==> src/rtl/riscv_pkg.sv <==
// Shared RV32I pipeline definitions: canonical NOP, default reset vector and
// fetch FSM state encoding.
package riscv_pkg;

    localparam logic [31:0] NOP_INST         = 32'h0000_0013;
    localparam logic [31:0] DEFAULT_RESET_PC = 32'h0000_0000;
    localparam logic [31:0] PC_STEP          = 32'h0000_0004;

    typedef enum logic {
        RUN  = 1'b0,
        HALT = 1'b1
    } fetch_state_t;

    // Instruction fetch only ever targets word boundaries.
    function automatic logic [31:0] align_word(input logic [31:0] addr);
        return {addr[31:2], 2'b00};
    endfunction

    function automatic logic [31:0] sat_inc32(input logic [31:0] val);
        return (val == 32'hFFFF_FFFF) ? val : val + 32'd1;
    endfunction

endpackage

==> src/rtl/if_id_reg.sv <==
// IF/ID pipeline register. Squash beats load, load beats hold; a squashed
// entry carries a NOP with a zero PC so it is indistinguishable from reset.
module if_id_reg
    import riscv_pkg::*;
(
    input  logic        clk,
    input  logic        reset,
    input  logic        load,
    input  logic        squash,
    input  logic [31:0] pc_in,
    input  logic [31:0] inst_in,
    output logic [31:0] pc_out,
    output logic [31:0] pc4_out,
    output logic [31:0] inst_out,
    output logic        valid_out
);

    logic [31:0] pc_d,    pc_q;
    logic [31:0] pc4_d,   pc4_q;
    logic [31:0] inst_d,  inst_q;
    logic        valid_d, valid_q;

    always_comb begin
        pc_d    = pc_q;
        pc4_d   = pc4_q;
        inst_d  = inst_q;
        valid_d = valid_q;
        if (squash) begin
            pc_d    = 32'd0;
            pc4_d   = 32'd0;
            inst_d  = NOP_INST;
            valid_d = 1'b0;
        end else if (load) begin
            pc_d    = pc_in;
            pc4_d   = pc_in + PC_STEP;
            inst_d  = inst_in;
            valid_d = 1'b1;
        end
    end

    always_ff @(posedge clk) begin
        if (reset) begin
            pc_q    <= 32'd0;
            pc4_q   <= 32'd0;
            inst_q  <= NOP_INST;
            valid_q <= 1'b0;
        end else begin
            pc_q    <= pc_d;
            pc4_q   <= pc4_d;
            inst_q  <= inst_d;
            valid_q <= valid_d;
        end
    end

    assign pc_out    = pc_q;
    assign pc4_out   = pc4_q;
    assign inst_out  = inst_q;
    assign valid_out = valid_q;

endmodule

==> src/rtl/fetch_stage.sv <==
// RV32I instruction-fetch stage: PC register, next-PC selection, RUN/HALT
// control and the IF/ID register feeding decode.
module fetch_stage
    import riscv_pkg::*;
#(
    parameter logic [31:0] RESET_PC   = DEFAULT_RESET_PC,
    parameter int          IMEM_DEPTH = 81
) (
    input  logic        clk,
    input  logic        reset,
    input  logic        stall,
    input  logic        flush,
    input  logic        redirect,
    input  logic [31:0] redirect_target,
    output logic [31:0] imem_pc,
    input  logic [31:0] imem_inst,
    output logic [31:0] ifid_pc,
    output logic [31:0] ifid_pc4,
    output logic [31:0] ifid_inst,
    output logic        ifid_valid,
    output logic        fetch_halted,
    output logic [31:0] fetch_count
);

    localparam logic [31:0] DEPTH_WORDS = 32'(IMEM_DEPTH);

    fetch_state_t state_d, state_q;
    logic [31:0]  pc_d, pc_q;
    logic [31:0]  fetch_count_d, fetch_count_q;
    logic         fetch_halted_d, fetch_halted_q;
    logic         ifid_load, ifid_squash;
    logic         pc_oob;

    assign pc_oob = (pc_q >> 2) >= DEPTH_WORDS;

    always_comb begin
        state_d     = state_q;
        pc_d        = pc_q;
        ifid_load   = 1'b0;
        ifid_squash = 1'b0;
        case (state_q)
            RUN: begin
                if (redirect) begin
                    pc_d        = align_word(redirect_target);
                    ifid_squash = 1'b1;
                end else if (flush) begin
                    ifid_squash = 1'b1;
                    if (!stall) begin
                        pc_d = pc_q + PC_STEP;
                    end
                end else if (stall) begin
                    pc_d = pc_q;
                end else if (pc_oob) begin
                    ifid_squash = 1'b1;
                    state_d     = HALT;
                end else begin
                    ifid_load = 1'b1;
                    pc_d      = pc_q + PC_STEP;
                end
            end
            HALT: begin
                // Keep IF/ID squashed; only a redirect can restart fetch.
                ifid_squash = 1'b1;
                if (redirect) begin
                    pc_d    = align_word(redirect_target);
                    state_d = RUN;
                end
            end
            default: state_d = RUN;
        endcase
    end

    always_comb begin
        fetch_count_d  = ifid_load ? sat_inc32(fetch_count_q) : fetch_count_q;
        fetch_halted_d = (state_d == HALT);
    end

    always_ff @(posedge clk) begin
        if (reset) begin
            state_q        <= RUN;
            pc_q           <= RESET_PC;
            fetch_count_q  <= 32'd0;
            fetch_halted_q <= 1'b0;
        end else begin
            state_q        <= state_d;
            pc_q           <= pc_d;
            fetch_count_q  <= fetch_count_d;
            fetch_halted_q <= fetch_halted_d;
        end
    end

    if_id_reg u_if_id_reg (
        .clk       (clk),
        .reset     (reset),
        .load      (ifid_load),
        .squash    (ifid_squash),
        .pc_in     (pc_q),
        .inst_in   (imem_inst),
        .pc_out    (ifid_pc),
        .pc4_out   (ifid_pc4),
        .inst_out  (ifid_inst),
        .valid_out (ifid_valid)
    );

    assign imem_pc      = pc_q;
    assign fetch_halted = fetch_halted_q;
    assign fetch_count  = fetch_count_q;

endmodule

==> config.mk <==
export PLATFORM = sky130hd
export DESIGN_NAME = fetch_stage
export DESIGN_NICKNAME = d
export VERILOG_FILES = /design/src/rtl/riscv_pkg.sv /design/src/rtl/if_id_reg.sv /design/src/rtl/fetch_stage.sv
export SDC_FILE = /design/constraint.sdc
export NUM_CORES = 1
export LEC_CHECK = 0
export BUFFER_PORTS_ARGS = -buffer_cell sky130_fd_sc_hd__buf_2
export CORE_UTILIZATION = 41
export DETAILED_ROUTE_END_ITERATION = 10
export PLACE_DENSITY = 0.67
export SKIP_CTS_REPAIR_TIMING = 1
export SLEW_MARGIN = 20
export SYNTH_ARGS = -nofsm -noshare
export SYNTH_HDL_FRONTEND = slang
export SYNTH_SLANG_ARGS = --single-unit
==> constraint.sdc <==
create_clock -name clk -period 3.05 [get_ports clk]
set_clock_uncertainty 0.2 [all_clocks]
set_input_delay 0.61 -clock clk [delete_from_list [all_inputs] [get_ports clk]]
set_output_delay 0.61 -clock clk [all_outputs]
set_load 0.03 [all_outputs]
# --- Yosys cells after proc, flatten, opt, wreduce, memory -nomap -nowiden ---
# Cells that the tools add are included.
op_classes:
  addsub: 2
  multipliers: 0
  div: 0
  n_lt_le_gt_ge: 1
  n_eq_ne: 4
  shifts: 0
  muxes: 21
  n_bitwise: 2
  reduce_logical: 3
ops:
  columns: ["op", "n"]
  rows:
  - ["$mux 32", 6]
  - ["$pmux 32 s2", 1]
  - ["$add 32x1->32 const B", 1]
  - ["$add 32x3->32 const B", 1]
  - ["$eq 32x32->1 const B", 1]
  - ["$ge 30x7->1 const B", 1]
  - ["$mux 1", 12]
  - ["$ne 4x4->1 const B", 1]
  - ["$pmux 1 s2", 2]
  - ["$ne 3x3->1 const B", 1]
  - ["$reduce_and 3->1", 1]
  - ["$ne 2x2->1 const B", 1]
  - ["$not 1->1", 2]
  - ["$reduce_and 2->1", 1]
  - ["$reduce_or 2->1", 1]
word_totals:
  register_bits: 162
  latchBits: 0
  ram_bits: 0
  mem_bits_ro: 0
  input_bits: 69
  out_inout_bits: 162
  wordCells: 40
  n_memories: 0

# --- Longest topological paths before layout ---
depth:
  word_depth: 7
  ltp_mapped: 10
  ltp_nobuf: 7

# --- Cells and area by module ---
# From an unflattened synthesis, not the netlist that was laid out.
unflattened:
  hier_cells: 866
  hier_area_um2: 7388.3
by_module_without_submodules:
  columns: ["mod", "instances", "cells_each", "area_each_um2", "seq_area_each_um2"]
  rows:
  - ["if_id_reg", 1, 400, 3813.7, 1901.8]
  - ["fetch_stage", 1, 466, 3574.7, 1261.2]

# --- Least setup slack after synthesis ---
# Ideal clock, no wire load.
synth_timing:
  path_type: "reg2reg"
  start: "register pc_q[3], in the netlist imem_pc[3]"
  end: "register pc_q[31], in the netlist imem_pc[31]"
  setup_ns: 0.080
  t_arrival_ns: 2.683
  required_time_ns: 2.770
  setup_slack_ns: 0.088
  path_stages_with_launch: 9
  path_buffers: 1
  synth_period_minus_slack_ns: 2.962
  path_cell_list: "dfxtp_1 -> inv_1 -> ha_1 -> or4b_4 -> a211o_1 -> o31a_1 -> buf_6 -> or4_1 -> o211ai_1"
synth_between:
  elab_chain_cells: 6
  elab_cells_between_ends: 10
  cone_classes: "add/sub: 1; order compare: 1; eq/ne: 1; mux: 6; reduce/logical: 1"
synth_lines:
  columns: ["element", "line_no", "text"]
  rows:
  - ["start, declared", "fetch_stage.sv:28", "logic [31:0] pc_d, pc_q;"]
  - ["start signal, assigned", "fetch_stage.sv:86", "pc_q <= pc_d;"]
  - ["$add 32x3->32", "fetch_stage.sv:49, fetch_stage.sv:58", null]
  - ["$mux 32", "fetch_stage.sv:53", "end else if (pc_oob) begin"]
  - ["$mux 32", "fetch_stage.sv:51", "end else if (stall) begin"]
  - ["$mux 32", "fetch_stage.sv:46", "end else if (flush) begin"]
  - ["$mux 32", "fetch_stage.sv:43", "if (redirect) begin"]
  - ["$pmux 32 s2", "fetch_stage.sv:41", "case (state_q)"]
# Several ways; a longest one is shown, not always the timed one. The select of a mux whose other input is x is not followed.
# A chain may end at the register's enable or synchronous reset.

# --- Worst setup path in the final report ---
layout_timing:
  start: "register pc_q[3], in the netlist imem_pc[3]"
  end: "register pc_q[10], in the netlist imem_pc[10]"
# The elaborated chain is that of the path after synthesis.

==> metrics.txt <==
TritonCTS clock tree built; largest area contributor in the netlist dfxtp_1; setup TNS 0 ns; Hold Path End u_if_id_reg.inst_out[4]$_SDFFE_PP1P_; Synth Register Bits 156; cells taking the most area after synthesis dfxtp_1 45%, nand2_1 6.8%, and3_1 6.1%; Final #Nets 1,110; Final Cell Area 8980 µm²; RSZ-0062 raised after global routing no; worst r2r dst imem_pc[10]$_SDFFE_PP0P_; Placed Area 8330 µm²; via count 6,849; Die Width 131 µm; final slew viol count 0; latest clock arrival within the worst-skew pair 0.42 ns; setup slack after layout 0.161 ns; Max Cap Viol 0; xor/xnor share of the synthesized area 0.00765; vias in the first global route 6,221; register area share after synthesis 0.455; IO Pins 231; WL/cell 16.0 µm; Syn Std Cell Area 6870 µm²; reg-to-reg slack, setup 0.16 ns; mux cell area share after synthesis 0.0211; Port Buffers 222; max incr delay on CP 0.52 ns; critical path's slowest cell or4b_4; Worst R2R Path Depth 7; cts bufs inserted 17; Setup WS pre-CTS 0.118 ns; WP data required 3.17 ns; min Tclk post-route 2.89 ns; fraction of layout cells with a size suffix above 1 0.299; largest family of logic cells by synthesized area simple AND/OR/NAND/NOR gates; Syn Area/Cell 8.36 µm²; Max Clk Rate 346 MHz; Least-Margin Pin Slew 0.956 ns; Initial Util 0.426; crit path DAT 3.01 ns; H-tree depth 4; Post-Syn Instances 822; DRT antenna net count 0; Rel. slew slack 0.360; clock root buffer clkbuf_16; YS warnings 0; Pwr per Cell Area 528 nW/µm²; top_reg_cell synth dfxtp_1; First-pass DRT Iterations 5; status complete, no violations; crit path launch type register; peak supply drop 0.000413 V; top-count cell post-synth dfxtp_1; reg2reg start imem_pc[3]$_SDFFE_PP0P_; clock buffer depth 2; Worst-path clk slew 0.07 ns; post-layout util 0.557; drt initial violations 485; clk sinks 156; diode count 0; final period utilization 0.947; Leak 0.00393 µW; Worst Hold Class in -> reg; core area 16,100 µm²; Crit. End Element register; hold path cells 3; Post-synth EDFFs 0; largest net degree at the start of global routing 70; Std-Cell Rows 46; WL final 20.2 mm; total die area 17,300 µm²; final setup vio count 0; Final Hold Viols 0; gp weighted congestion 0.882; Async S/R FF share, synth 0; dpl hpwl 14.1 mm; area growth from synthesis to layout 30.7%; compound-cell area share of the yosys netlist 0.151; critical path class reg -> reg; worst path cell trace inv_1 -> ha_1 -> or4b_4 -> a211o_1 -> o31a_2 -> or4_1 -> a311oi_1; total grt overflow 0; chip height 131 µm; via/cell ratio 5.41; adder-cell share of the synthesized area 0.00729; synth cell count leaders 156 x dfxtp_1, 125 x nand2_1, 67 x and3_1; first-pass GRT wire length 32.6 mm; initial antenna violation count 0; critical-path maximum fanout 17; DRC errors left 0; Hold Path Origin imem_inst[4]; area share of the largest cell type after synthesis 0.455; post-synthesis simple-gate area fraction 0.310; Yosys cell types 53; GRT Util Overall 0.233
[critical path, delay by kind of cell, from the launching register on]
| family | cells | cell delay [ns] |
|---|---|---|
| AOI/OAI and AO/OA | 3 | 1.03 |
| and+or+nand+nor | 2 | 1.02 |
| adders and majority gates | 1 | 0.17 |
| buffers and inverters | 1 | 0.05 |
| DFF | 1 | 0.33 |
[sequential cells by signal (all words and copies together) (netlist names)]
signal	cells
fetch_halted	1
u_if_id_reg.inst_out	32
fetch_count	32
u_if_id_reg.pc4_out	30
imem_pc	30
u_if_id_reg.pc_out	30
u_if_id_reg.valid_out	1
[per-layer routing]
layer / vias up / global-route usage / routed length, µm / part of all wire
met3: 21 / 0.0552 / 1590 / 0.079
met4: 0 / 0.0711 / 251 / 0.012
met1: 3137 / 0.319 / 9250 / 0.46
met2: 274 / 0.360 / 9130 / 0.45
met5: - / 0 / 0 / 0
li1: 3417 / - / - / -
[how the worst max path moves through the flow]
stage               depth (start not counted)                        to                    start
CTS                                         7  imem_pc[10]$_SDFFE_PP0P_  imem_pc[3]$_SDFFE_PP0P_
detailed placement                          8  imem_pc[23]$_SDFFE_PP0P_  imem_pc[3]$_SDFFE_PP0P_
finish                                      7  imem_pc[10]$_SDFFE_PP0P_  imem_pc[3]$_SDFFE_PP0P_
global placement                            9   imem_pc[5]$_SDFFE_PP0P_  imem_pc[3]$_SDFFE_PP0P_
floorplan                                   8  imem_pc[31]$_SDFFE_PP0P_  imem_pc[3]$_SDFFE_PP0P_
global route                                7  imem_pc[10]$_SDFFE_PP0P_  imem_pc[3]$_SDFFE_PP0P_
[placed cells by master (no fill, tap or decap), types with 6 or more instances in the layout]
cell type | Yosys | layout
buf_2 | 2 | 222
dfxtp_1 | 156 | 156
nand2_1 | 125 | 125
and3_1 | 67 | 66
a21oi_1 | 64 | 64
nor2_1 | 38 | 37
buf_4 | 6 | 33
nand3_1 | 28 | 27
nand4_1 | 25 | 25
or4_1 | 22 | 22
o31ai_1 | 20 | 20
nor3_1 | 19 | 19
nor4_1 | 19 | 18
or3_1 | 17 | 17
clkbuf_16 | 0 | 17
o21ai_0 | 17 | 16
nor2b_1 | 12 | 12
mux2_2 | 12 | 12
inv_1 | 9 | 9
and4_1 | 9 | 9
a211oi_1 | 10 | 9
a31oi_1 | 9 | 9
and2_1 | 8 | 8
o21bai_1 | 8 | 8
o211ai_1 | 7 | 7
conb_1 | 1 | 6
[power breakdown]
group	total (µW)	switching, µW	internal, µW
Clock	2260	989	1270
Sequential	2100	39.1	2060
Combinational	376	239	137
[cells by family (layout without fill, tap and decap cells)]
logic type / Yosys count / count (layout)
simple gates: 403 / 403
compound gates: 162 / 162
flops: 156 / 156
buf+inv: 77 / 300
mux: 13 / 13
xor+xnor: 6 / 6
fa+ha+maj: 4 / 4
other cells: 1 / 6
[cell type report]
class,instances,area [µm²]
Inverter,9,33.8
Tap cell,216,270
Fill cell,1536,7130
Clock buffer,17,425
Sequential cell,156,3120
Timing Repair Buffer,259,1440
Clock inverter,15,221
Multi-Input combinational cell,594,3470
[stage by stage]
| step | instances | hold WS, ns | total power [µW] |
|---|---|---|---|
| after floorplan | 827 | 0.384 | 2370 |
| after global placement | 1234 | 0.239 | 2520 |
| after detailed placement | 1234 | 0.244 | 2520 |
| after CTS | 1266 | 0.176 | 4780 |
| after global routing | 1266 | 0.184 | 4910 |
| final | 1266 | 0.196 | 4740 |
Note: power is estimated with default switching activity, not from simulation.
